===== config.mk =====
export PLATFORM = sky130hd
export DESIGN_NAME = final_pulse_stretch
export DESIGN_NICKNAME = d
export VERILOG_FILES = /design/src/rtl/final_clock_pkg.sv /design/src/rtl/final_tick_down.sv /design/src/rtl/final_pulse_stretch.sv
export SDC_FILE = /design/constraint.sdc
export NUM_CORES = 1
export LEC_CHECK = 0
export ABC_AREA = 1
export CORE_MARGIN = 2
export CORE_UTILIZATION = 38
export DETAILED_ROUTE_END_ITERATION = 16
export HOLD_SLACK_MARGIN = 0.02
export SYNTH_ARGS = -nofsm -noshare
export SYNTH_HDL_FRONTEND = slang
export SYNTH_SLANG_ARGS = --single-unit

===== constraint.sdc =====
create_clock -name clk -period 2 [get_ports clk]
set_clock_uncertainty 0.1 [all_clocks]
set_input_delay 0.2 -clock clk [delete_from_list [all_inputs] [get_ports clk]]
set_output_delay 0.2 -clock clk [all_outputs]
set_load 0.1 [all_outputs]

===== src/rtl/final_clock_pkg.sv =====
// Shared definitions for the pulse-stretch block and the clock divider:
// FSM state encodings, default window/queue sizes, and the tick rate.
package final_clock_pkg;

  // Stretcher FSM states; the encodings are visible on debug_state.
  typedef enum logic [1:0] {
    ST_IDLE = 2'd0,
    ST_HOLD = 2'd1,
    ST_GAP  = 2'd2
  } state_t;

  // Default window lengths (in ticks) and queue depth.
  localparam int unsigned DEF_HOLD_TICKS = 8;
  localparam int unsigned DEF_GAP_TICKS  = 4;
  localparam int unsigned DEF_QDEPTH     = 7;
  localparam int unsigned DEF_CW         = 8;
  localparam int unsigned DEF_PW         = 3;

  // Rate of the tick strobe produced by the clock divider.
  localparam int unsigned TICK_HZ = 1000;

  // Counter reload value for a window of the given length. A window of
  // N ticks loads N-1 and leaves on the tick that finds the counter at 0.
  function automatic int unsigned reload_of(input int unsigned ticks);
    return (ticks == 0) ? 0 : ticks - 1;
  endfunction

endpackage


===== src/rtl/final_tick_down.sv =====
// Loadable down-counter paced by the tick enable. Load wins over counting;
// the count stops at zero and never wraps. zero flags the final tick of
// a window.
module final_tick_down
  import final_clock_pkg::*;
#(
  parameter int unsigned CW = DEF_CW
) (
  input  logic          clk,
  input  logic          rst_n,
  input  logic          load,
  input  logic [CW-1:0] load_val,
  input  logic          tick,
  output logic          zero
);

  logic [CW-1:0] count;

  // Reload on request, otherwise count down once per tick until zero.
  always_ff @(negedge clk or negedge rst_n) begin
    if (!rst_n) begin
      count <= '0;
    end else if (load) begin
      count <= load_val;
    end else if (tick && (count != '0)) begin
      count <= count - CW'(1);
    end
  end

  assign zero = (count == '0);

endmodule


===== src/rtl/final_pulse_stretch.sv =====
// Pulse stretcher: turns one-cycle event pulses into a HOLD window of
// level_out=1 followed by a GAP window of level_out=0, both measured in
// ticks of an external time base. Pulses arriving while a window is in
// progress are counted in a saturating pending counter and replayed.
//
// All flops update on the falling clock edge, the same edge used by the
// input synchronisers feeding pulse_in.
//
// Handshake: none. pulse_in, tick and clear are single-cycle strobes
// sampled on every falling edge; there is no back-pressure, so a pulse
// that cannot be queued is dropped and recorded in the sticky overflow.
//
// Build option FINAL_STRETCH_RETRIGGER_EN: instead of queueing, a pulse
// during HOLD restarts the HOLD window and a pulse during GAP re-enters
// HOLD immediately; pending stays 0 and overflow never sets.
module final_pulse_stretch
  import final_clock_pkg::*;
#(
  parameter int unsigned HOLD_TICKS = DEF_HOLD_TICKS,
  parameter int unsigned GAP_TICKS  = DEF_GAP_TICKS,
  parameter int unsigned QDEPTH     = DEF_QDEPTH,
  parameter int unsigned CW         = DEF_CW,
  parameter int unsigned PW         = DEF_PW
) (
  input  logic          clk,
  input  logic          rst_n,
  input  logic          pulse_in,
  input  logic          tick,
  input  logic          clear,
  output logic          level_out,
  output logic          busy,
  output logic [PW-1:0] pending,
  output logic          overflow,
  output logic [1:0]    debug_state
);

  localparam logic [CW-1:0] HOLD_LOAD = CW'(reload_of(HOLD_TICKS));
  localparam logic [CW-1:0] GAP_LOAD  = CW'(reload_of(GAP_TICKS));
  localparam logic [PW-1:0] QMAX      = PW'(QDEPTH);

  state_t        state;
  state_t        nxt_state;
  logic [PW-1:0] nxt_pending;
  logic          nxt_overflow;
  logic          cnt_load;
  logic [CW-1:0] cnt_val;
  logic          cnt_zero;
  logic          cnt_tick;
  logic          window_end;

  // Only windows consume ticks; a tick in IDLE does nothing.
  assign cnt_tick = tick && (state != ST_IDLE);

  final_tick_down #(
    .CW(CW)
  ) u_tick_down (
    .clk      (clk),
    .rst_n    (rst_n),
    .load     (cnt_load),
    .load_val (cnt_val),
    .tick     (cnt_tick),
    .zero     (cnt_zero)
  );

  // Next-state, counter reload and queue bookkeeping for the coming edge.
  always_comb begin
    nxt_state    = state;
    nxt_pending  = pending;
    nxt_overflow = overflow;
    cnt_load     = 1'b0;
    cnt_val      = HOLD_LOAD;
    window_end   = 1'b0;

    if (clear) begin
      // Flush everything; pulse_in and tick in this cycle are ignored.
      nxt_state    = ST_IDLE;
      nxt_pending  = '0;
      nxt_overflow = 1'b0;
      cnt_load     = 1'b1;
      cnt_val      = '0;
    end else begin
      case (state)
        ST_IDLE: begin
          // Start a window on the sampling edge; a coincident tick is ignored.
          if (pulse_in) begin
            nxt_state = ST_HOLD;
            cnt_load  = 1'b1;
            cnt_val   = HOLD_LOAD;
          end
        end
        ST_HOLD: begin
          if (tick && cnt_zero) begin
            if (GAP_TICKS > 0) begin
              nxt_state = ST_GAP;
              cnt_load  = 1'b1;
              cnt_val   = GAP_LOAD;
            end else begin
              window_end = 1'b1;
            end
          end
        end
        ST_GAP: begin
          if (tick && cnt_zero) begin
            window_end = 1'b1;
          end
        end
        default: begin
          nxt_state = ST_IDLE;
        end
      endcase

`ifdef FINAL_STRETCH_RETRIGGER_EN
      // Any pulse during a window restarts HOLD from its full length.
      if ((state != ST_IDLE) && pulse_in) begin
        nxt_state = ST_HOLD;
        cnt_load  = 1'b1;
        cnt_val   = HOLD_LOAD;
      end else if (window_end) begin
        nxt_state = ST_IDLE;
      end
`else
      if (window_end) begin
        // A pulse landing on the closing tick counts as queued, so it is
        // replayed even when the queue was empty. With a queued entry the
        // new pulse replaces the one consumed and pending is unchanged.
        if ((pending != '0) || pulse_in) begin
          nxt_state = ST_HOLD;
          cnt_load  = 1'b1;
          cnt_val   = HOLD_LOAD;
          if (!pulse_in) begin
            nxt_pending = pending - PW'(1);
          end
        end else begin
          nxt_state = ST_IDLE;
        end
      end else if ((state != ST_IDLE) && pulse_in) begin
        if (pending == QMAX) begin
          nxt_overflow = 1'b1;
        end else begin
          nxt_pending = pending + PW'(1);
        end
      end
`endif
    end
  end

  // State register with outputs registered alongside it.
  always_ff @(negedge clk or negedge rst_n) begin
    if (!rst_n) begin
      state     <= ST_IDLE;
      level_out <= 1'b0;
      busy      <= 1'b0;
      pending   <= '0;
      overflow  <= 1'b0;
    end else begin
      state     <= nxt_state;
      level_out <= (nxt_state == ST_HOLD);
      busy      <= (nxt_state != ST_IDLE);
      pending   <= nxt_pending;
      overflow  <= nxt_overflow;
    end
  end

  assign debug_state = state;

endmodule


; Word-level counts from Yosys, hierarchy flattened
; Cells that the tools add are included.
[classes]
addsub = 3
n_bitwise = 0
order_cmp = 0
muxes = 31
eq_ne = 8
shifts = 0
div = 0
n_mul = 0
n_reduce_logical = 17
[ops]
columns = operator, n
row1 = 8-bit two-way mux, 5
row2 = 3-bit two-way mux, 8
row3 = 1-bit two-way mux, 12
row4 = 2-bit nonzero test, 5
row5 = 8-bit zero test, 1
row6 = 2-bit two-way mux, 4
row7 = 8-bit nonzero test, 1
row8 = 8-bit by 1-bit subtractor with 8-bit output (second input constant), 1
row9 = 3-bit != test (second input constant), 2
row10 = 2-bit one-hot mux with 3 select lines, 1
row11 = 3-bit nonzero test, 2
row12 = 2-bit by 1-bit == test with 1-bit output (second input constant), 2
row13 = 1-bit logical AND, 4
row14 = 4-bit AND reduction, 1
row15 = 3-bit by 1-bit adder with 3-bit output (second input constant), 1
row16 = 3-bit == test (second input constant), 1
row17 = 3-bit by 2-bit != test with 1-bit output (second input constant), 1
row18 = 3-bit AND reduction, 1
row19 = 3-bit by 1-bit subtractor with 3-bit output (second input constant), 1
row20 = 2-bit == test (second input constant), 1
row21 = 2-bit zero test, 1
row22 = 2-bit != test (second input constant), 1
row23 = 1-bit one-hot mux with 2 select lines, 1
row24 = 1-bit logical OR, 1
[word_totals]
mem_bits_ro = 0
word_cells = 65
latchBits = 0
n_memories = 0
input_bits = 5
register_bits = 16
ramBits = 0

; Longest topological paths before layout
; Gate-level depths: netlist of run 1.
[logic_depth]
word_depth = 8
ltp_mapped = 11
depth_no_buf = 11

; By module
; From an unflattened synthesis of run 1, not the netlist that was laid out.
[hier_totals]
cells_unflattened = 176
area_unflattened_um2 = 1132.3
[by_module_without_submodules]
columns = mod, cells_per_inst, n_inst, area_each_um2
row1 = final_tick_down, 93, 1, 596.8
row2 = final_pulse_stretch, 83, 1, 535.5

==> reports/results.tsv, run 1 <==
stage	metric	value	unit
worst_setup_path	CP required	1.70	ns
power_and_ir_drop	Comb power frac	50.6	%
detailed_routing	DRT iter0 DRCs	27	
final_layout	Design Area, Final	1640	um2
worst_setup_path	Max Fanout on Critical Path	2	
global_route	initial antenna violation count	0	
power_and_ir_drop	PD cells	687	nW/um2
worst_setup_path	CP Launch Type	flip-flop	
timing	Slew HR	84.5	%
power_and_ir_drop	Leak	0.777	nW
clock_network	Sink Count	16	
placed_design	dpl hpwl	1750	um
yosys	Yosys reg bits	16	
worst_setup_path	Bufs and invs on worst path	1	
floorplanning	total die area	3110	um2
yosys	post-synth top area share	39.3	%
clock_network	clk_lat worst skew	0.29	ns
yosys	Post-synth ARST share	100	%
yosys	Synth area leader	dfrtn_1	
clock_network	CTS tree	built	
outcome	status	finished with violations	
placed_design	placed cell area	1460	um2
power_and_ir_drop	sequential share of power	34.3	%
worst_setup_path	CP max stage delay	0.47	ns
power_and_ir_drop	net switching power	0.464	mW
floorplanning	die height	55.8	um
global_route	total track usage	16.5	%
worst_setup_path	cell family with most CP delay	flip-flops	
floorplanning	initial core utilization	40.8	%
yosys	dominant cells by area after synthesis	dfrtn_1 (39%), nand2_1 (7.4%), xor2_1 (6.0%)	
floorplanning	total core area	2500	um2
yosys	number of flops mapped to enable cells by yosys	0	
placed_design	placed insts	177	
timing	Setup-failing EPs final	9	
detailed_routing	via count	919	
detailed_routing	top routing layer in use	met4	
yosys	Synth Warn #	0	
floorplanning	Rows	18	
power_and_ir_drop	total power	1.13	mW
worst_setup_path	Slowest-stage cell, CP	dfrtn_1	
timing	RSZ-0062 raised after global routing	yes	
worst_setup_path	worst path arrival time	1.95	ns
detailed_routing	DR pass1 iterations	4	
yosys	post-synthesis sequential area ratio	39.3	%
final_layout	layout cell share with drive strength beyond 1	49.4	%
placed_design	input/output buffers	12	
clock_network	number of hold buffers added after CTS	0	
yosys	Syn Nets	127	
detailed_routing	Routed Antenna Nets	0	
placed_design	routability cong.	0.794	
power_and_ir_drop	Switching Fraction	41.2	%
final_layout	Final Non-Filler Cells	192	
worst_hold_path	hold path depth	2	
timing	Fin Setup TNS	-1.98	ns
clock_network	CTS root buffer	clkbuf_4	
yosys	most numerous cell in the Yosys netlist	nand2_1	
global_route	gr ovfl total	0	
detailed_routing	metal2 WL	1130	um
timing	final worst slack	-0.253	ns
detailed_routing	met1 WL	1060	um
detailed_routing	DRT Wirelength	2320	um
yosys	ys flop type	dfrtn_1	
timing	final hold violations	0	
clock_network	Num CTS Buffers	3	
final_layout	diode count	0	
global_route	vias in the first global route	894	
detailed_routing	post-DR wirelength/cell	12.1	um
floorplanning	Ports	13	
clock_network	Bufs on Longest Clock Path	2	
final_layout	Layout Area Growth over Synthesis	60.7	%
timing	Slew @ Worst Pin	0.231	ns
yosys	post-synthesis cell type count	27	
detailed_routing	DR DRC count	0	
worst_setup_path	Stages on worst setup path	1	
yosys	Netlist Area Pre-Place	1020	um2
global_route	first-pass GRT wire length	3950	um
worst_setup_path	crit path kind	flip-flop to output port	
final_layout	Nets	172	
detailed_routing	met3 WL	93	um
run	max_cap viols	0	
yosys	syn avg cell area	8.57	um2
power_and_ir_drop	VDD IR max	0.577	mV
clock_network	CTS HTree Levels	1	
detailed_routing	vias per inst	4.79	
timing	Slew Viols, Final	0	
power_and_ir_drop	Internal Pwr Total	0.662	mW
worst_hold_path	Hold WC Path Type	flip-flop to flip-flop	
worst_setup_path	Setup crit end kind	output port	
yosys	synth cell count leaders	nand2_1 (20), dfrtn_1 (16), nor2_1 (13), inv_1 (11), nand3_1 (8)	
yosys	Synth Instances	119	
power_and_ir_drop	power share of the clock group	15.0	%
global_route	pin count of the biggest net entering global routing	17	
worst_setup_path	crit-path cells	buf_12	
floorplanning	die span in x	55.8	um
outcome	failing checks	negative setup slack	
worst_setup_path	Worst Reg-to-Reg Cells	11	
clock_network	clock slew at reported path FFs	0.07	ns
## area by class of cell
type	count	area, um2
fill	197	861
multi-input combinational	87	653
timing repair buffer	40	460
sequential	16	400
inverter	16	65.1
tap	30	37.5
clock buffer	3	22.5
## kinds of logic (layout without fill, tap and decap cells)
| logic type | Yosys count | after routing | share of synthesized area [%] |
|---|---|---|---|
| and+or+nand+nor | 65 | 65 | 36.3 |
| xor gates and xnor gates | 9 | 9 | 7.73 |
| DFF | 16 | 16 | 39.3 |
| buffers and inverters | 16 | 59 | 5.89 |
| AOI/OAI and AO/OA | 10 | 10 | 6.38 |
| adders and majority gates | 3 | 3 | 4.42 |
## cell usage in the layout (no fill, tap or decap), drive strengths merged
| cell type | netlist | layout |
|---|---|---|
| buf | 0 | 38 |
| nand2 | 24 | 24 |
| nor2 | 19 | 19 |
| dfrtn | 16 | 16 |
| inv | 16 | 16 |
| nand3 | 13 | 13 |
| xor2 | 7 | 7 |
| a21oi | 6 | 6 |
| nand4 | 5 | 5 |
| o21ai | 4 | 4 |
| clkbuf | 0 | 3 |
| xnor2 | 2 | 2 |
| ha | 2 | 2 |
| or2 | 1 | 1 |
| nor3 | 1 | 1 |
| nor2b | 1 | 1 |
| nand3b | 1 | 1 |
| fa | 1 | 1 |
| clkdlybuf4s15 | 0 | 1 |
| clkdlybuf4s50 | 0 | 1 |
## worst paths after layout
| kind | from | end | slack, ns |
|---|---|---|---|
| min in group asynchronous | rst_n | overflow$_DFFE_NN0P_ | 1.01 |
| min reg2reg | u_tick_down.count[6]$_DFFE_NN0P_ | u_tick_down.count[6]$_DFFE_NN0P_ | 0.44 |
| max reg2reg | u_tick_down.count[1]$_DFFE_NN0P_ | pending[2]$_DFFE_NN0P_ | 0.04 |
| max | debug_state[1]$_DFF_NN0_ | debug_state[1] | -0.25 |
| min | u_tick_down.count[6]$_DFFE_NN0P_ | u_tick_down.count[6]$_DFFE_NN0P_ | 0.44 |
| max in group asynchronous | rst_n | u_tick_down.count[4]$_DFFE_NN0P_ | 0.61 |
## per-stage QoR
step / hold WS, ns / setup slack [ns] / utilization (%)
6_report: 0.437 / -0.253 / 65.6
5_1_grt: 0.478 / -0.286 / 65.6
4_1_cts: 0.440 / -0.274 / 62.4
3_5_place_dp: 0.434 / -0.838 / 58.4
3_3_place_gp: 0.429 / -0.810 / 58.4
2_1_floorplan: 0.394 / -0.346 / -
## power groups by stage
stage / sequential [mW] / clock, mW / combinational, mW
finish: 0.386 / 0.169 / 0.570
global route: 0.390 / 0.187 / 0.608
CTS: 0.387 / 0.179 / 0.543
detailed placement: 0.393 / 0 / 0.519
global placement: 0.393 / 0 / 0.512
floorplan: 0.520 / 0 / 0.191
## routing by layer
metal	up-vias	global-route usage, %
met5	-	0
met4	0	6.27
met3	5	4.65
met2	16	28.1
met1	431	19.7
li1	467	-
## registers in the layout, summed over array words and instances (netlist names)
| name | cells |
|---|---|
| pending | 3 |
| busy | 1 |
| u_tick_down.count | 8 |
| level_out | 1 |
| overflow | 1 |
| debug_state | 2 |
## what timing repair did
item | CTS | global route
pin swaps | 6 | 13
setup endpoints to repair | 24 | 14
resized for setup | 20 | 8
setup buffers | 5 | 7
## worst reg2reg max path: stages (launching register included)
cell and delay (ns):
dfrtn_1 0.43, inv_1 0.07, ha_2 0.19, nand2_2 0.14
nor2_8 0.05, nand3_4 0.07, inv_4 0.04, fa_2 0.34
xnor2_2 0.14, xor2_1 0.14, nand3_1 0.07, nand2_1 0.05
Note: power is estimated with default switching activity, not from simulation.
==> run 2, diff against run 1 <==
--- a/config.mk
+++ b/config.mk
@@ -6,10 +6,11 @@
 export NUM_CORES = 1
 export LEC_CHECK = 0
 export ABC_AREA = 1
-export CORE_MARGIN = 2
 export CORE_UTILIZATION = 38
 export DETAILED_ROUTE_END_ITERATION = 16
 export HOLD_SLACK_MARGIN = 0.02
+export RECOVER_POWER = 100
+export SLEW_MARGIN = 20
 export SYNTH_ARGS = -nofsm -noshare
 export SYNTH_HDL_FRONTEND = slang
 export SYNTH_SLANG_ARGS = --single-unit
==> run 2 against run 1 <==
The run still ends with negative setup slack left; first-iteration DRC count down 41%; critical path depth unchanged; power up 1.9%; critical endpoint is now pending[2].
==> reports/results.tsv, run 2 (same netlist as run 1, synthesis figures left out) <==
stage	metric	value	unit
clock_network	Bufs on Longest Clock Path	2	
worst_hold_path	Hold WC Path Type	flip-flop to flip-flop	
final_layout	number of flip-flops in the largest register	8	
worst_setup_path	CP required	1.70	ns
run	max_cap viols	0	
global_route	initial antenna violation count	0	
final_layout	Layout Area Growth over Synthesis	52.8	%
global_route	met3 GRT Util	5.93	%
clock_network	Sink Count	16	
worst_setup_path	Setup crit end kind	output port	
final_layout	most frequent cells in the layout	buf_4 (21), nand2_1 (19), dfrtn_1 (16)	
clock_network	CTS root buffer	clkbuf_4	
floorplanning	initial core utilization	40.8	%
floorplanning	Rows	18	
timing	Slew HR	72.5	%
floorplanning	die span in x	53.8	um
detailed_routing	via count	930	
outcome	status	finished with violations	
timing	final hold violations	0	
global_route	gr ovfl total	0	
placed_design	dpl hpwl	1820	um
placed_design	placed cell area	1460	um2
global_route	first-pass GRT wire length	3750	um
worst_setup_path	worst path arrival time	1.95	ns
clock_network	CTS tree	built	
clock_network	Num CTS Buffers	3	
global_route	total track usage	18.5	%
detailed_routing	Routed Antenna Nets	0	
worst_hold_path	Hold Crit Start	u_tick_down.count[6]$_DFFE_NN0P_	
final_layout	fillcell total	222	
outcome	failing checks	negative setup slack	
worst_setup_path	Critical R2R Launch	u_tick_down.count[1]$_DFFE_NN0P_	
worst_setup_path	CP max stage delay	0.47	ns
worst_setup_path	CP Launch Type	flip-flop	
timing	Fin Setup TNS	-2.84	ns
clock_network	CTS HTree Levels	1	
floorplanning	total core area	2500	um2
timing	final worst slack	-0.254	ns
final_layout	diode count	0	
global_route	met1 Use GR	21.2	%
final_layout	layout cell share with drive strength beyond 1	45.6	%
detailed_routing	post-DR wirelength/cell	12.3	um
detailed_routing	DR pass1 iterations	4	
final_layout	Nets	169	
worst_setup_path	Slowest-stage cell, CP	dfrtn_1	
power_and_ir_drop	Leak	0.750	nW
worst_setup_path	crit path kind	flip-flop to output port	
placed_design	routability cong.	0.814	
global_route	GR peak layer	met2	
worst_setup_path	Bufs and invs on worst path	1	
clock_network	clk_lat worst skew	0.29	ns
detailed_routing	vias per inst	4.89	
final_layout	commonest non-fill, non-tap cell in the layout	buf_4	
final_layout	Design Area, Final	1560	um2
worst_setup_path	Max Fanout on Critical Path	2	
timing	Setup-failing EPs final	18	
global_route	pin count of the biggest net entering global routing	17	
worst_setup_path	CP startpoint	pending[2]$_DFFE_NN0P_	
power_and_ir_drop	VDD IR max	0.458	mV
detailed_routing	DRT Wirelength	2350	um
power_and_ir_drop	PD cells	736	nW/um2
floorplanning	die height	53.8	um
worst_setup_path	R2R Setup Slk	-0.11	ns
timing	Slew Viols, Final	0	
clock_network	number of hold buffers added after CTS	0	
worst_setup_path	cell family with most CP delay	flip-flops	
worst_setup_path	crit-path cells	buf_12	
global_route	met2 usage	32.3	%
timing	RSZ-0062 raised after global routing	yes	
detailed_routing	DRT iter0 DRCs	16	
placed_design	input/output buffers	12	
final_layout	Top reg by flops	u_tick_down.count	
floorplanning	Ports	13	
global_route	vias in the first global route	904	
timing	Slew @ Worst Pin	0.412	ns
floorplanning	total die area	2890	um2
clock_network	clock slew at reported path FFs	0.07	ns
detailed_routing	DR DRC count	0	
run 2: metrics by stage:
stage	hold slack (ns)	utilization, %	cells	setup WS, ns	total power, mW
after floorplan	0.394	-	119	-0.346	0.711
after global placement	0.430	58.5	179	-0.810	0.905
after detailed placement	0.434	58.5	179	-0.832	0.914
after CTS	0.439	62.7	188	-0.264	1.15
after global routing	0.480	62.3	190	-0.285	1.21
final	0.436	62.3	190	-0.254	1.15
run 2: area by class of cell:
class,instances,area (um2),share of cell area [%]
Clock buffer,4,36.3,2.33
Inverter,16,65.1,4.18
Multi-Input combinational cell,87,626,40.2
Sequential cell,16,400,25.7
Tap cell,30,37.5,2.41
Timing Repair Buffer,37,393,25.2
run 2: path summary, 6_finish.rpt:
check | endpoint | cells past startpoint
worst max-delay path | pending[2] | 1
worst min-delay path | u_tick_down.count[6]$_DFFE_NN0P_ | 2
worst max register to register | pending[2]$_DFFE_NN0P_ | 11
worst min register to register | u_tick_down.count[6]$_DFFE_NN0P_ | 2
max in group asynchronous | u_tick_down.count[6]$_DFFE_NN0P_ | 2
min in group asynchronous | overflow$_DFFE_NN0P_ | 2
run 2: timing repair:
| item | CTS | global route |
|---|---|---|
| hold endpoints to repair | 0 | 0 |
| setup endpoints to repair | 24 | 14 |
| gates resized for setup | 20 | 2 |
| pin swaps | 9 | 6 |
| buffers inserted | 5 | 2 |
run 2: power by group:
part           switching (mW)  total (mW)  internal [mW]
Combinational           0.327       0.541          0.213
Sequential             0.0260       0.383          0.357
Clock                   0.112       0.223          0.111
Total                   0.466        1.15          0.681
run 2: metal layers:
metal  vias to the layer above  share of wire (%)
li1                        461                  -
met4                         0                1.0
met5                         -                  0
met1                       448                 44
met3                         4                3.7
met2                        17                 51
